### src/rtl/frame_streamer_pkg.sv
// frame_streamer_pkg: shared types and defaults for the frame streamer.
// Holds the FSM state encoding, default geometry and the pixel width.
package frame_streamer_pkg;

    typedef enum logic [1:0] {
        IDLE   = 2'd0,
        ACTIVE = 2'd1,
        GAP    = 2'd2,
        DRAIN  = 2'd3
    } state_e;

    localparam int DEF_HRES       = 1280;
    localparam int DEF_VRES       = 720;
    localparam int DEF_HGAP       = 16;
    localparam int DEF_RD_LATENCY = 2;
    localparam int PIXEL_W        = 16;

endpackage

### src/rtl/frame_streamer_valid_pipe.sv
// valid_pipe: DEPTH-stage shift register of W-bit entries, cleared by rst_in.
// Ports: clk_in, rst_in, d_in (entry, MSB = valid), q_out (tail), any_valid_out.
module valid_pipe #(
    parameter int W     = 8,
    parameter int DEPTH = 2
) (
    input  logic         clk_in,
    input  logic         rst_in,
    input  logic [W-1:0] d_in,
    output logic [W-1:0] q_out,
    output logic         any_valid_out
);

    logic [W-1:0] stage_q [DEPTH];
    logic [W-1:0] stage_d [DEPTH];

    always_comb begin
        stage_d[0] = d_in;
        for (int i = 1; i < DEPTH; i++) begin
            stage_d[i] = stage_q[i-1];
        end
    end

    // MSB of every entry is its valid bit
    always_comb begin
        any_valid_out = 1'b0;
        for (int i = 0; i < DEPTH; i++) begin
            any_valid_out = any_valid_out | stage_q[i][W-1];
        end
    end

    always_ff @(posedge clk_in) begin
        if (rst_in) begin
            for (int i = 0; i < DEPTH; i++) begin
                stage_q[i] <= '0;
            end
        end else begin
            for (int i = 0; i < DEPTH; i++) begin
                stage_q[i] <= stage_d[i];
            end
        end
    end

    assign q_out = stage_q[DEPTH-1];

endmodule

### src/rtl/frame_streamer.sv
// frame_streamer: raster-scans a frame buffer BRAM and emits a pixel stream.
// Ports: clk_in, rst_in, start_in, addr_out/rd_data_in (BRAM), data_valid_out,
//   pixel_data_out, hcount_out, vcount_out, busy_out, frame_done_out.
module frame_streamer
    import frame_streamer_pkg::*;
#(
    parameter int HRES       = DEF_HRES,
    parameter int VRES       = DEF_VRES,
    parameter int HGAP       = DEF_HGAP,
    parameter int RD_LATENCY = DEF_RD_LATENCY,
    localparam int AW = (HRES * VRES > 1) ? $clog2(HRES * VRES) : 1
) (
    input  logic               clk_in,
    input  logic               rst_in,
    input  logic               start_in,
    output logic [AW-1:0]      addr_out,
    input  logic [PIXEL_W-1:0] rd_data_in,
    output logic               data_valid_out,
    output logic [PIXEL_W-1:0] pixel_data_out,
    output logic [10:0]        hcount_out,
    output logic [9:0]         vcount_out,
    output logic               busy_out,
    output logic               frame_done_out
);

    localparam int HW = (HRES > 1) ? $clog2(HRES) : 1;
    localparam int VW = (VRES > 1) ? $clog2(VRES) : 1;
    localparam int GW = (HGAP > 1) ? $clog2(HGAP) : 1;
    localparam int PW = 1 + HW + VW;

    state_e state_q, state_d;
    logic [HW-1:0] h_q, h_d;
    logic [VW-1:0] v_q, v_d;
    logic [AW-1:0] addr_q, addr_d;
    logic [AW-1:0] hold_q, hold_d;
    logic [GW-1:0] gap_q, gap_d;
    logic          done_q, done_d;

    logic               dv_q, dv_d;
    logic [PIXEL_W-1:0] pix_q, pix_d;
    logic [10:0]        hc_q, hc_d;
    logic [9:0]         vc_q, vc_d;

    logic          issue;
    logic          h_last, v_last, gap_last;
    logic [PW-1:0] pipe_in, pipe_tail;
    logic          pipe_busy;
    logic          tail_vld;
    logic [HW-1:0] tail_h;
    logic [VW-1:0] tail_v;

    assign h_last   = (h_q == HW'(HRES - 1));
    assign v_last   = (v_q == VW'(VRES - 1));
    assign gap_last = (gap_q == GW'(HGAP - 1));

    always_comb begin
        state_d = state_q;
        h_d     = h_q;
        v_d     = v_q;
        addr_d  = addr_q;
        hold_d  = hold_q;
        gap_d   = gap_q;
        issue   = 1'b0;
        unique case (state_q)
            IDLE: begin
                if (start_in) begin
                    state_d = ACTIVE;
                    h_d     = '0;
                    v_d     = '0;
                    addr_d  = '0;
                end
            end
            ACTIVE: begin
                issue  = 1'b1;
                hold_d = addr_q;
                if (h_last) begin
                    h_d = '0;
                    if (v_last) begin
                        // address stays at the final pixel; no wrap
                        state_d = DRAIN;
                    end else begin
                        v_d    = v_q + VW'(1);
                        addr_d = addr_q + AW'(1);
                        if (HGAP != 0) begin
                            state_d = GAP;
                            gap_d   = '0;
                        end
                    end
                end else begin
                    h_d    = h_q + HW'(1);
                    addr_d = addr_q + AW'(1);
                end
            end
            GAP: begin
                if (gap_last) begin
                    state_d = ACTIVE;
                end else begin
                    gap_d = gap_q + GW'(1);
                end
            end
            DRAIN: begin
                if (!pipe_busy) begin
                    state_d = IDLE;
                end
            end
            default: state_d = IDLE;
        endcase
    end

    assign done_d  = (state_q == DRAIN) && !pipe_busy;
    assign pipe_in = {issue, h_q, v_q};

    valid_pipe #(
        .W     (PW),
        .DEPTH (RD_LATENCY)
    ) u_pipe (
        .clk_in        (clk_in),
        .rst_in        (rst_in),
        .d_in          (pipe_in),
        .q_out         (pipe_tail),
        .any_valid_out (pipe_busy)
    );

    assign tail_vld = pipe_tail[PW-1];
    assign tail_h   = pipe_tail[HW+VW-1:VW];
    assign tail_v   = pipe_tail[VW-1:0];

    // payload holds while invalid
    always_comb begin
        dv_d  = tail_vld;
        pix_d = pix_q;
        hc_d  = hc_q;
        vc_d  = vc_q;
        if (tail_vld) begin
            pix_d = rd_data_in;
            hc_d  = 11'(tail_h);
            vc_d  = 10'(tail_v);
        end
    end

    always_ff @(posedge clk_in) begin
        if (rst_in) begin
            state_q <= IDLE;
            h_q     <= '0;
            v_q     <= '0;
            addr_q  <= '0;
            hold_q  <= '0;
            gap_q   <= '0;
            done_q  <= 1'b0;
            dv_q    <= 1'b0;
            pix_q   <= '0;
            hc_q    <= '0;
            vc_q    <= '0;
        end else begin
            state_q <= state_d;
            h_q     <= h_d;
            v_q     <= v_d;
            addr_q  <= addr_d;
            hold_q  <= hold_d;
            gap_q   <= gap_d;
            done_q  <= done_d;
            dv_q    <= dv_d;
            pix_q   <= pix_d;
            hc_q    <= hc_d;
            vc_q    <= vc_d;
        end
    end

    // live counter while reading, last issued address otherwise
    assign addr_out       = (state_q == ACTIVE) ? addr_q : hold_q;
    assign busy_out       = (state_q != IDLE);
    assign frame_done_out = done_q;
    assign data_valid_out = dv_q;
    assign pixel_data_out = pix_q;
    assign hcount_out     = hc_q;
    assign vcount_out     = vc_q;

endmodule

### config.mk
export PLATFORM = sky130hd
export DESIGN_NAME = frame_streamer
export DESIGN_NICKNAME = d
export VERILOG_FILES = /design/src/rtl/frame_streamer_pkg.sv /design/src/rtl/frame_streamer_valid_pipe.sv /design/src/rtl/frame_streamer.sv
export SDC_FILE = /design/constraint.sdc
export NUM_CORES = 1
export LEC_CHECK = 0
export CELL_PAD_IN_SITES_DETAIL_PLACEMENT = 2
export CELL_PAD_IN_SITES_GLOBAL_PLACEMENT = 2
export CORE_MARGIN = 1.5
export CORE_UTILIZATION = 36
export DETAILED_ROUTE_END_ITERATION = 10
export PLACE_DENSITY_LB_ADDON = 0.05
export SLEW_MARGIN = 20
export SYNTH_ARGS = -nofsm -noshare
export SYNTH_HDL_FRONTEND = slang
export SYNTH_HIERARCHICAL = 1
export SYNTH_SLANG_ARGS = --single-unit
### constraint.sdc
create_clock -name clk_in -period 4.7 [get_ports clk_in]
set_input_delay 0.94 -clock clk_in [delete_from_list [all_inputs] [get_ports clk_in]]
set_output_delay 0.94 -clock clk_in [all_outputs]
set_load 0.05 [all_outputs]
==> results of run 1 <==
layout make-up:
class                           count  area [um2]
Timing Repair Buffer               82       808.3
Inverter                            4       15.01
Tap cell                          216       270.3
Clock buffer                       19       442.9
Fill cell                        1719        8461
Multi-Input combinational cell    437        2561
Clock inverter                     13       147.6
Sequential cell                   150        3007
flip-flops by register name, indices dropped and copies added (netlist names):
signal,cells
gap_q,4
state_q,2
data_valid_out,1
vcount_out,10
frame_done_out,1
u_pipe/stage_q,44
hold_q,20
pixel_data_out,16
hcount_out,11
addr_q,20
h_q,11
v_q,10
where the power goes:
group	switching [mW]	internal [mW]
clock network	0.562	0.802
logic	0.127	0.0632
registers	0.0187	1.28
Yosys cell counts, types with 4 or more instances:
master,count,area (um2)
a31oi_1,16,100.1
inv_1,4,15.01
buf_1,5,18.77
o31ai_1,4,30.03
nand3_1,14,70.07
and3_1,7,43.79
a311oi_1,8,70.07
ha_1,4,50.05
a41oi_1,4,35.03
nor3_1,9,45.04
nand2b_1,6,37.54
mux2i_1,39,390.4
nand2_1,85,319.1
nor2_1,63,236.5
buf_2,7,35.03
clkbuf_1,18,67.56
nor2b_1,49,306.5
o21ai_0,31,155.2
a21oi_1,42,210.2
nand4_1,9,56.30
dfxtp_1,150,3003
worst max path at each step:
stage,startpoint,slack [ns],cells after the start,endpoint
after detailed placement,state_q[0],1.49,5,addr_out[9]
after global routing,state_q[0],0.83,5,addr_out[14]
final,state_q[0],1.01,5,addr_out[14]
after CTS,state_q[0],0.95,5,addr_out[9]
after floorplan,state_q[1],1.74,4,addr_out[5]
after global placement,state_q[0],1.58,5,addr_out[15]
critical path, delay by kind of cell, from the launching register on:
kind          cells  cell delay [ns]
flops             1             0.54
buf+inv           2             1.35
simple gates      3             0.43
metal layers:
metal	wire (um)	global-route usage, %	vias to the layer above
met5	0	0	-
met4	196	6.609	0
met3	439	4.170	15
met2	8105	35.48	66
met1	6497	22.74	2345
li1	-	-	2315
cells by family (layout without fill, tap and decap cells):
logic type,after synthesis,count (layout),synth area share (%)
AND/OR/NAND/NOR,265,265,22.47
flip-flops,150,150,52.25
AO/OA/AOI/OAI,128,128,14.28
multiplexers,39,39,6.793
buffers and inverters,38,118,3.179
adder cells (fa/ha/maj),4,4,0.8709
XOR/XNOR,1,1,0.1524
metrics by stage:
stage | hold WS (ns) | setup slack, ns | utilization [%] | instance area [um2]
after floorplan | 0.4138 | 1.736 | - | 5747
after global placement | 0.4184 | 1.584 | 42.38 | 6659
after detailed placement | 0.4284 | 1.492 | 42.38 | 6659
after CTS | 0.4452 | 0.9481 | 46.14 | 7249
after global routing | 0.4623 | 0.8283 | 46.15 | 7252
final | 0.4381 | 1.005 | 46.15 | 7252
==> out/results.md, run 1 <==
| Group | Result | Value |
| --- | --- | --- |
| cts | Post-CTS Hold Fix Bufs | 0 |
| synth | #FFs+latches synth | 150 |
| detailed routing | Number of design rule violations left after detail routing | 0 |
| cts | Post-CTS Setup Inserts | 0 |
| cells and area | Final cell count without fillers | 921 |
| floorplanning | Die Span X | 129.3 um |
| grt | Largest net degree at the start of global routing | 72 |
| detailed routing | Detailed Routing Iterations Pass 1 | 4 |
| sta | Setup TNS | 0 ns |
| cts | CTS root buffer | clkbuf_16 |
| floorplanning | Cell Rows | 46 |
| synth | Number of synthesized flops with an enable pin | 0 |
| hold path | Worst hold path class | register to register |
| sta | Slew of the pin with the lowest slew margin | 0.8968 ns |
| hold path | Endpoint of the worst hold-timing path | u_pipe/stage_q[0][35] |
| critical path | Worst r2r src | state_q[0] |
| sta | Final cycle utilization of the critical path | 78.61% |
| critical path | Worst Setup Start Kind | register |
| critical path | Number of cell instances on the worst register-to-register path | 7 |
| sta | Maximum operating frequency | 0.2707 GHz |
| detailed routing | 1st-iter DRT viols | 116 |
| critical path | Nature of the critical path endpoint | output port |
| floorplanning | Height of the chip | 129.3 um |
| floorplanning | Effective utilization at floorplan | 36.57% |
| cells and area | Most frequent standard cell in the layout excluding fill and tap cells | dfxtp_1 |
| grt | GRT overflow | 0 |
| grt | First-pass GRT wire length | 25.65 mm |
| critical path | Worst reg2reg path endpoint | addr_q[19] |
| critical path | Biggest cell delay along the critical path | 0.80 ns |
| synth | Async SR Flop Fraction | 0% |
| cts | Maximum level of the CTS H-tree | 4 |
| sta | Max-slew violation count | 0 |
| floorplanning | Number of ports placed on the die boundary | 79 |
| cells and area | Number of nets in the final layout | 715 |
| sta | Total of endpoints with negative setup slack in the final report | 0 |
| detailed routing | Detailed-route wire length | 15.24 mm |
| cts | Gates resized, CTS repair | 0 |
| critical path | Cell with the largest stage delay on the worst path | clkdlybuf4s50_1 |
| synth | Post-Synthesis Cell Area | 5747 um2 |
| detailed routing | Vias per cell | 5.148 |
| sta | Setup repair after global routing missed its margin | false |
| cts | Cts bufs inserted | 17 |
| power and ir drop | P_leak | 2.588 nW |
| detailed routing | Routed wire length per instance | 16.55 um |
| status | Status | complete, no violations |
| hold path | Launch instance of the worst min-delay path | u_pipe/stage_q[0][13] |
| cts | Insertion delay to the later sink of the worst-skew pair | 0.43 ns |
| critical path | Cell chain of the critical path | nand2b_1, inv_1, nand2_1, nand2_1, clkdlybuf4s50_1 |
| cts | Count of clock tree sinks | 150 |
| sta | Worst slew margin relative to its limit | 39.75% |
| grt | Overall routing resource usage | 19.53% |
| critical path | Most prevalent standard cell on the critical path | nand2_1 |
| synth | Distinct cells, synth | 53 |
| sta | Final hold violation count | 0 |
| synth | Syn Inst Count | 625 |
| run | Number of maximum-capacitance constraint violations | 0 |
| synth | Synthesis warning total | 6 |
| detailed routing | Total via count in the routed design | 4,741 |
| cells and area | Diodes inserted | 0 |
| synth | Most used flip-flop cell after synthesis | dfxtp_1 |
| synth | Synth Area per Inst | 9.195 um2 |
| synth | Sequential cell area fraction in the yosys report | 52.25% |
| sta | Maximum clock skew at final layout | 0.007944 ns |
| hold path | Worst hold stages | 1 |
| critical path | Crit path DAT | 2.75 ns |
| cts | Clock tree from TritonCTS | done |
| place | Final weighted congestion in routability-driven placement | 0.7633 |
| floorplanning | Full die area | 16,730 um2 |
| sta | Clock period minus worst slack | 3.695 ns |
| cts | Worst-path clk slew | 0.06 ns |
| place | IO Port Bufs | 78 |
| synth | Syn_nets | 648 |
| cells and area | Share of cells above drive strength 1 | 7.234% |
| place | Dpl hpwl | 9.977 mm |
| grt | Via count of the first global-routing pass | 5,144 |
| cells and area | Area Overhead vs Synth | 26.19% |
| power and ir drop | Cell area power density | 393.7 nW/um2 |
| floorplanning | Core Footprint | 15,710 um2 |
| grt | Initial antenna violation count | 0 |
| power and ir drop | Max VDD drop | 253.2 uV |
| critical path | Crit Path Category | register to output port |
| place | Number of cells after detailed placement | 889 |
| critical path | Critical path required time | 3.76 ns |
| critical path | Worst R2R Setup Slack | 1.48 ns |
| power and ir drop | Total power after layout | 2.855 mW |
| cts | Maximum count of clock buffers along a single path | 2 |
| detailed routing | Antenna Violating Nets Remaining | 0 |
| cells and area | Top library cells by usage in the layout, fill and taps aside | dfxtp_1 (149), nand2_1 (85), clkdlybuf4s50_1 (77) |
| critical path | Max Fanout on Critical Path | 21 |
No activity file was read; power rests on OpenSTA's default activity.
==> run 2: changes to the inputs <==
--- a/config.mk
+++ b/config.mk
@@ -8,7 +8,7 @@
 export CELL_PAD_IN_SITES_DETAIL_PLACEMENT = 2
 export CELL_PAD_IN_SITES_GLOBAL_PLACEMENT = 2
 export CORE_MARGIN = 1.5
-export CORE_UTILIZATION = 36
+export CORE_UTILIZATION = 33
 export DETAILED_ROUTE_END_ITERATION = 10
 export PLACE_DENSITY_LB_ADDON = 0.05
 export SLEW_MARGIN = 20
==> constraint.sdc (replaced) <==
create_clock -name clk_in -period 3.76 [get_ports clk_in]
set_input_delay 0.752 -clock clk_in [delete_from_list [all_inputs] [get_ports clk_in]]
set_output_delay 0.752 -clock clk_in [all_outputs]
set_load 0.05 [all_outputs]
==> out/results.md, run 2 (synthesis gave the netlist of run 1 again) <==
| Group | Result | Value |
| --- | --- | --- |
| grt | Initial antenna violation count | 0 |
| sta | Final cycle utilization of the critical path | 90.51% |
| critical path | Biggest cell delay along the critical path | 0.85 ns |
| power and ir drop | Max VDD drop | 301.0 uV |
| critical path | Nature of the critical path endpoint | output port |
| sta | Worst slew margin relative to its limit | 41.78% |
| grt | First-pass GRT wire length | 24.93 mm |
| critical path | Last element of the critical path | addr_out[5] |
| power and ir drop | Cell area power density | 478.5 nW/um2 |
| floorplanning | Effective utilization at floorplan | 33.46% |
| critical path | Critical path required time | 3.01 ns |
| cts | Clock tree from TritonCTS | done |
| cells and area | Share of the core filled with cells | 41.98% |
| cts | Maximum level of the CTS H-tree | 4 |
| cells and area | Total of fill cells in the finished design | 1,859 |
| detailed routing | Routed wire length per instance | 16.11 um |
| critical path | Launching instance or port of the critical path | state_q[0] |
| grt | Overall routing resource usage | 17.34% |
| critical path | Worst r2r src | state_q[0] |
| detailed routing | Total via count in the routed design | 4,726 |
| critical path | Worst reg2reg path endpoint | gap_q[0] |
| sta | Final hold violation count | 0 |
| critical path | Crit Path Category | register to output port |
| critical path | Worst R2R Setup Slack | 0.97 ns |
| power and ir drop | Share of total power in the clock network | 45.8% |
| cells and area | Top library cells by usage in the layout, fill and taps aside | dfxtp_1 (149), nand2_1 (85), nor2_1 (63) |
| sta | Clock period minus worst slack | 3.403 ns |
| cts | Insertion delay to the later sink of the worst-skew pair | 0.42 ns |
| power and ir drop | Total power after layout | 3.450 mW |
| cells and area | Diodes inserted | 0 |
| sta | Max-slew violation count | 0 |
| cts | Cts bufs inserted | 17 |
| sta | Maximum clock skew at final layout | 0.01186 ns |
| cts | CTS root buffer | clkbuf_16 |
| place | Number of cells after detailed placement | 903 |
| grt | Largest net degree at the start of global routing | 86 |
| cts | Post-CTS Setup Inserts | 0 |
| power and ir drop | Switching pwr | 906.0 uW |
| floorplanning | Die Span X | 135.0 um |
| cells and area | Most frequent standard cell in the layout excluding fill and tap cells | dfxtp_1 |
| detailed routing | Vias per cell | 5.055 |
| detailed routing | Antenna Violating Nets Remaining | 0 |
| cts | Worst-path clk slew | 0.06 ns |
| sta | Total of endpoints with negative setup slack in the final report | 0 |
| grt | GRT overflow | 0 |
| critical path | Critical path buffer and inverter count | 1 |
| place | Dpl hpwl | 10.08 mm |
| cells and area | Register ranked first by flip-flop count | u_pipe/stage_q |
| power and ir drop | Design internal power | 2.544 mW |
| hold path | Worst hold path class | register to register |
| critical path | Number of cell instances on the worst register-to-register path | 6 |
| critical path | Worst Setup Start Kind | register |
| sta | Setup TNS | 0 ns |
| detailed routing | Number of design rule violations left after detail routing | 0 |
| sta | Maximum operating frequency | 0.2938 GHz |
| cells and area | Number of nets in the final layout | 720 |
| power and ir drop | Sw Share | 26.26% |
| power and ir drop | P_leak | 2.636 nW |
| cells and area | Number of flip-flops in the largest register | 44 |
| cts | Gates resized, CTS repair | 0 |
| cells and area | Largest registers | u_pipe/stage_q (44), addr_q (20), hold_q (20) |
| floorplanning | Cell Rows | 48 |
| cells and area | Area Overhead vs Synth | 25.47% |
| place | Minimum setup slack after placement | 0.8311 ns |
| floorplanning | Height of the chip | 135.0 um |
| sta | Min setup slack post-route | 0.3569 ns |
| critical path | Cell with the largest stage delay on the worst path | clkdlybuf4s50_1 |
| critical path | Cell chain of the critical path | nand2b_1, o21ai_0, clkdlybuf4s50_1 |
| critical path | Crit path DAT | 2.65 ns |
| detailed routing | 1st-iter DRT viols | 147 |
| cts | Count of clock tree sinks | 150 |
| power and ir drop | Sequential fraction of design power | 46.9% |
| floorplanning | Core Footprint | 17,180 um2 |
| status | Status | complete, no violations |
| critical path | Max Fanout on Critical Path | 17 |
| power and ir drop | Combinational group share of total power | 7.3% |
| critical path | Total number of cells along the worst setup path | 3 |
| floorplanning | Number of ports placed on the die boundary | 79 |
| run | Number of maximum-capacitance constraint violations | 0 |
| cells and area | Final cell count without fillers | 935 |
| sta | Setup repair after global routing missed its margin | false |
| sta | Slew of the pin with the lowest slew margin | 0.8733 ns |
| detailed routing | Detailed Routing Iterations Pass 1 | 6 |
| place | Final weighted congestion in routability-driven placement | 0.7407 |
| cells and area | Share of cells above drive strength 1 | 10.70% |
| cts | Post-CTS Hold Fix Bufs | 0 |
| critical path | Largest delay share family, worst path | buffers and inverters |
| floorplanning | Full die area | 18,220 um2 |
| grt | Via count of the first global-routing pass | 4,943 |
| detailed routing | Detailed-route wire length | 15.06 mm |
| place | IO Port Bufs | 78 |
| cts | Maximum count of clock buffers along a single path | 2 |
run 2: changes by cell type in the layout (fill, tap and decap cells not counted):
cell,previous run,this run
dfxtp_4,1,0
inv_8,0,1
buf_4,5,29
dfxtp_2,0,1
clkbuf_8,1,0
bufinv_16,2,0
clkdlybuf4s50_1,77,58
clkbuf_1,1,0
clkinv_2,1,3
clkinv_8,0,1
run 2: layout make-up:
type	count	area, um2	area share [%]
well taps	225	281.5	3.904
flip-flops and latches	150	3004	41.66
clock buffers	17	425.4	5.900
multi-input cells	437	2561	35.52
clock inverters	15	125.1	1.735
repair buffers	87	798.3	11.07
inverters	4	15.01	0.2082
run 2: worst min-delay path by stage:
stage                          startpoint               endpoint  slack (ns)  depth (start not counted)
global route        u_pipe/stage_q[0][17]  u_pipe/stage_q[0][39]        0.46                          1
CTS                 u_pipe/stage_q[0][14]  u_pipe/stage_q[0][36]        0.44                          1
finish              u_pipe/stage_q[0][14]  u_pipe/stage_q[0][36]        0.43                          1
global placement    u_pipe/stage_q[0][19]  u_pipe/stage_q[0][41]        0.42                          1
detailed placement  u_pipe/stage_q[0][14]  u_pipe/stage_q[0][36]        0.43                          1
floorplan            u_pipe/stage_q[0][0]  u_pipe/stage_q[0][22]        0.41                          1
run 2: metrics by stage:
| step | hold WS [ns] | area [um2] |
|---|---|---|
| 6_report | 0.4317 | 7211 |
| 5_1_grt | 0.4556 | 7211 |
| 4_1_cts | 0.4373 | 7211 |
| 3_5_place_dp | 0.4251 | 6660 |
| 3_3_place_gp | 0.4197 | 6660 |
| 2_1_floorplan | 0.4138 | 5747 |
run 2: power groups by stage:
| stage | combinational, mW | sequential, mW | clock [mW] |
|---|---|---|---|
| after global placement | 0.250 | 1.65 | 0 |
| after floorplan | 0.153 | 1.66 | 0 |
| after detailed placement | 0.256 | 1.65 | 0 |
| after CTS | 0.257 | 1.62 | 1.63 |
| after global routing | 0.274 | 1.62 | 1.71 |
| final | 0.251 | 1.62 | 1.58 |
run 2: worst register-to-register path, delay by kind of cell (launching register included):
family                 cells  cell delay (ns)
flip-flops                 1             0.52
buffers and inverters      1             0.40
AO/OA/AOI/OAI              2             0.47
AND/OR/NAND/NOR            3             1.33
run 2: per-layer routing:
layer | wire length [um] | vias up | track usage (%) | share of wire [%]
met2 | 7565 | 54 | 30.00 | 50
met3 | 356 | 11 | 4.167 | 2.4
met4 | 159 | 0 | 5.496 | 1.1
met1 | 6978 | 2342 | 21.25 | 46
met5 | 0 | - | 0 | 0
li1 | - | 2319 | - | -
==> run 3: changes to the inputs <==
--- a/config.mk
+++ b/config.mk
@@ -8,7 +8,7 @@
 export CELL_PAD_IN_SITES_DETAIL_PLACEMENT = 2
 export CELL_PAD_IN_SITES_GLOBAL_PLACEMENT = 2
 export CORE_MARGIN = 1.5
-export CORE_UTILIZATION = 33
+export CORE_UTILIZATION = 36
 export DETAILED_ROUTE_END_ITERATION = 10
 export PLACE_DENSITY_LB_ADDON = 0.05
 export SLEW_MARGIN = 20
==> constraint.sdc (replaced) <==
create_clock -name clk_in -period 4.15 [get_ports clk_in]
set_input_delay 0.83 -clock clk_in [delete_from_list [all_inputs] [get_ports clk_in]]
set_output_delay 0.83 -clock clk_in [all_outputs]
set_load 0.05 [all_outputs]
==> out/results.md, run 3 (synthesis gave the netlist of run 1 again) <==
| Group | Result | Value |
| --- | --- | --- |
| cts | Count of clock tree sinks | 150 |
| critical path | Biggest cell delay along the critical path | 0.80 ns |
| grt | Initial antenna violation count | 0 |
| cells and area | Share of cells above drive strength 1 | 7.932% |
| hold path | Worst hold stages | 1 |
| cells and area | Total of fill cells in the finished design | 1,692 |
| sta | Clock period minus worst slack | 3.471 ns |
| cts | Maximum level of the CTS H-tree | 4 |
| sta | Final cycle utilization of the critical path | 83.63% |
| sta | Slew of the pin with the lowest slew margin | 0.8344 ns |
| critical path | Cell chain of the critical path | nand2b_1, buf_4, buf_4, nand2_1, nand2_1, clkdlybuf4s50_1 |
| detailed routing | Routed wire length per instance | 17.10 um |
| hold path | Endpoint of the worst hold-timing path | u_pipe/stage_q[0][26] |
| power and ir drop | Total power after layout | 3.309 mW |
| detailed routing | Antenna Violating Nets Remaining | 0 |
| floorplanning | Height of the chip | 129.3 um |
| floorplanning | Full die area | 16,730 um2 |
| detailed routing | Number of design rule violations left after detail routing | 0 |
| cells and area | Register ranked first by flip-flop count | u_pipe/stage_q |
| critical path | Worst Setup Start Kind | register |
| cts | Insertion delay to the later sink of the worst-skew pair | 0.42 ns |
| detailed routing | 1st-iter DRT viols | 126 |
| grt | Largest net degree at the start of global routing | 80 |
| cts | CTS root buffer | clkbuf_16 |
| floorplanning | Core Footprint | 15,710 um2 |
| place | Minimum setup slack after placement | 1.121 ns |
| sta | Maximum clock skew at final layout | 0.007886 ns |
| grt | Overall routing resource usage | 20.01% |
| run | Number of maximum-capacitance constraint violations | 0 |
| critical path | Crit path DAT | 2.64 ns |
| floorplanning | Number of ports placed on the die boundary | 79 |
| floorplanning | Die Span X | 129.3 um |
| detailed routing | Total via count in the routed design | 4,743 |
| sta | Total of endpoints with negative setup slack in the final report | 0 |
| sta | Setup repair after global routing missed its margin | false |
| detailed routing | Detailed Routing Iterations Pass 1 | 4 |
| hold path | Worst hold path class | register to register |
| cells and area | Area Overhead vs Synth | 26.69% |
| critical path | Max Fanout on Critical Path | 20 |
| cells and area | Number of nets in the final layout | 716 |
| power and ir drop | Cell area power density | 454.5 nW/um2 |
| cells and area | Finished Cell Area | 7281 um2 |
| sta | Worst slew margin relative to its limit | 44.20% |
| cts | Gates resized, CTS repair | 0 |
| critical path | Worst R2R Setup Slack | 1.33 ns |
| cells and area | Number of flip-flops in the largest register | 44 |
| cts | Cts bufs inserted | 17 |
| power and ir drop | Max VDD drop | 272.3 uV |
| critical path | Worst reg2reg path endpoint | addr_q[19] |
| cts | Post-CTS Setup Inserts | 0 |
| place | Standard cell area after detailed placement | 6659 um2 |
| status | Status | complete, no violations |
| power and ir drop | P_leak | 2.619 nW |
| cts | Post-CTS Hold Fix Bufs | 0 |
| cts | Clock tree from TritonCTS | done |
| detailed routing | Detailed-route wire length | 15.76 mm |
| critical path | Nature of the critical path endpoint | output port |
| grt | GRT overflow | 0 |
| cells and area | Most frequent standard cell in the layout excluding fill and tap cells | dfxtp_1 |
| grt | First-pass GRT wire length | 26.05 mm |
| critical path | Largest delay share family, worst path | buffers and inverters |
| place | Dpl hpwl | 10.10 mm |
| critical path | Number of cell instances on the worst register-to-register path | 8 |
| place | IO Port Bufs | 78 |
| floorplanning | Effective utilization at floorplan | 36.57% |
| detailed routing | Vias per cell | 5.144 |
| critical path | Worst r2r src | state_q[0] |
| sta | Final hold violation count | 0 |
| critical path | Cell with the largest stage delay on the worst path | clkdlybuf4s50_1 |
| critical path | Crit Path Category | register to output port |
| cts | Maximum count of clock buffers along a single path | 2 |
| cts | Worst-path clk slew | 0.06 ns |
| critical path | Critical path required time | 3.32 ns |
| sta | Maximum operating frequency | 0.2881 GHz |
| cells and area | Largest registers | u_pipe/stage_q (44), addr_q (20), hold_q (20) |
| critical path | Critical path buffer and inverter count | 3 |
| sta | Setup TNS | 0 ns |
| grt | Via count of the first global-routing pass | 5,063 |
| sta | Max-slew violation count | 0 |
| cells and area | Top library cells by usage in the layout, fill and taps aside | dfxtp_1 (149), nand2_1 (85), clkdlybuf4s50_1 (74) |
| place | Final weighted congestion in routability-driven placement | 0.8023 |
| cells and area | Diodes inserted | 0 |
| sta | Min setup slack post-route | 0.6794 ns |
| floorplanning | Cell Rows | 46 |
| hold path | Launch instance of the worst min-delay path | u_pipe/stage_q[0][4] |
-- run 3: changes by cell type in the layout (fill, tap and decap cells not counted), sizes merged --
cell	before	now
buf	29	9
bufinv	0	3
clkbuf	17	19
clkdlybuf4s50	58	74
clkinv	6	2
clkinvlp	4	3
-- run 3: report_power, final --
group	internal, mW	switching, mW
logic	0.0735	0.147
registers	1.45	0.0205
clock network	0.985	0.631
total	2.51	0.798
-- run 3: worst max-delay path by stage --
stage               start      endpoint  slack (ns)  cells past startpoint
5_1_grt        state_q[1]  addr_out[14]        0.50                      6
4_1_cts        state_q[1]  addr_out[14]        0.65                      6
6_report       state_q[1]  addr_out[14]        0.68                      6
3_3_place_gp   state_q[1]  addr_out[13]        1.23                      6
3_5_place_dp   state_q[1]  addr_out[14]        1.12                      6
2_1_floorplan  state_q[1]   addr_out[5]        1.30                      4
-- run 3: metal layers --
metal | up-vias | wire length, um | part of all wire, % | global-route usage, %
met4 | 0 | 314 | 2.0 | 9.121
li1 | 2314 | - | - | -
met3 | 22 | 347 | 2.2 | 3.551
met1 | 2338 | 6804 | 43 | 23.22
met5 | - | 0 | 0 | 0
met2 | 69 | 8298 | 53 | 35.86
-- run 3: final cells by class --
class	count	area (um2)	area share, %
well taps	216	270.3	3.712
flip-flops and latches	150	3007	41.30
repair buffers	83	808.3	11.10
inverters	4	15.01	0.2062
multi-input cells	437	2561	35.18
clock inverters	13	166.4	2.286
clock buffers	19	452.9	6.221
-- run 3: through the flow --
stage	std cells	utilization, %	hold WS [ns]
after floorplan	625	-	0.4138
after global placement	890	42.38	0.4213
after detailed placement	890	42.38	0.4292
after CTS	922	46.32	0.4449
after global routing	922	46.34	0.4648
final	922	46.34	0.4408
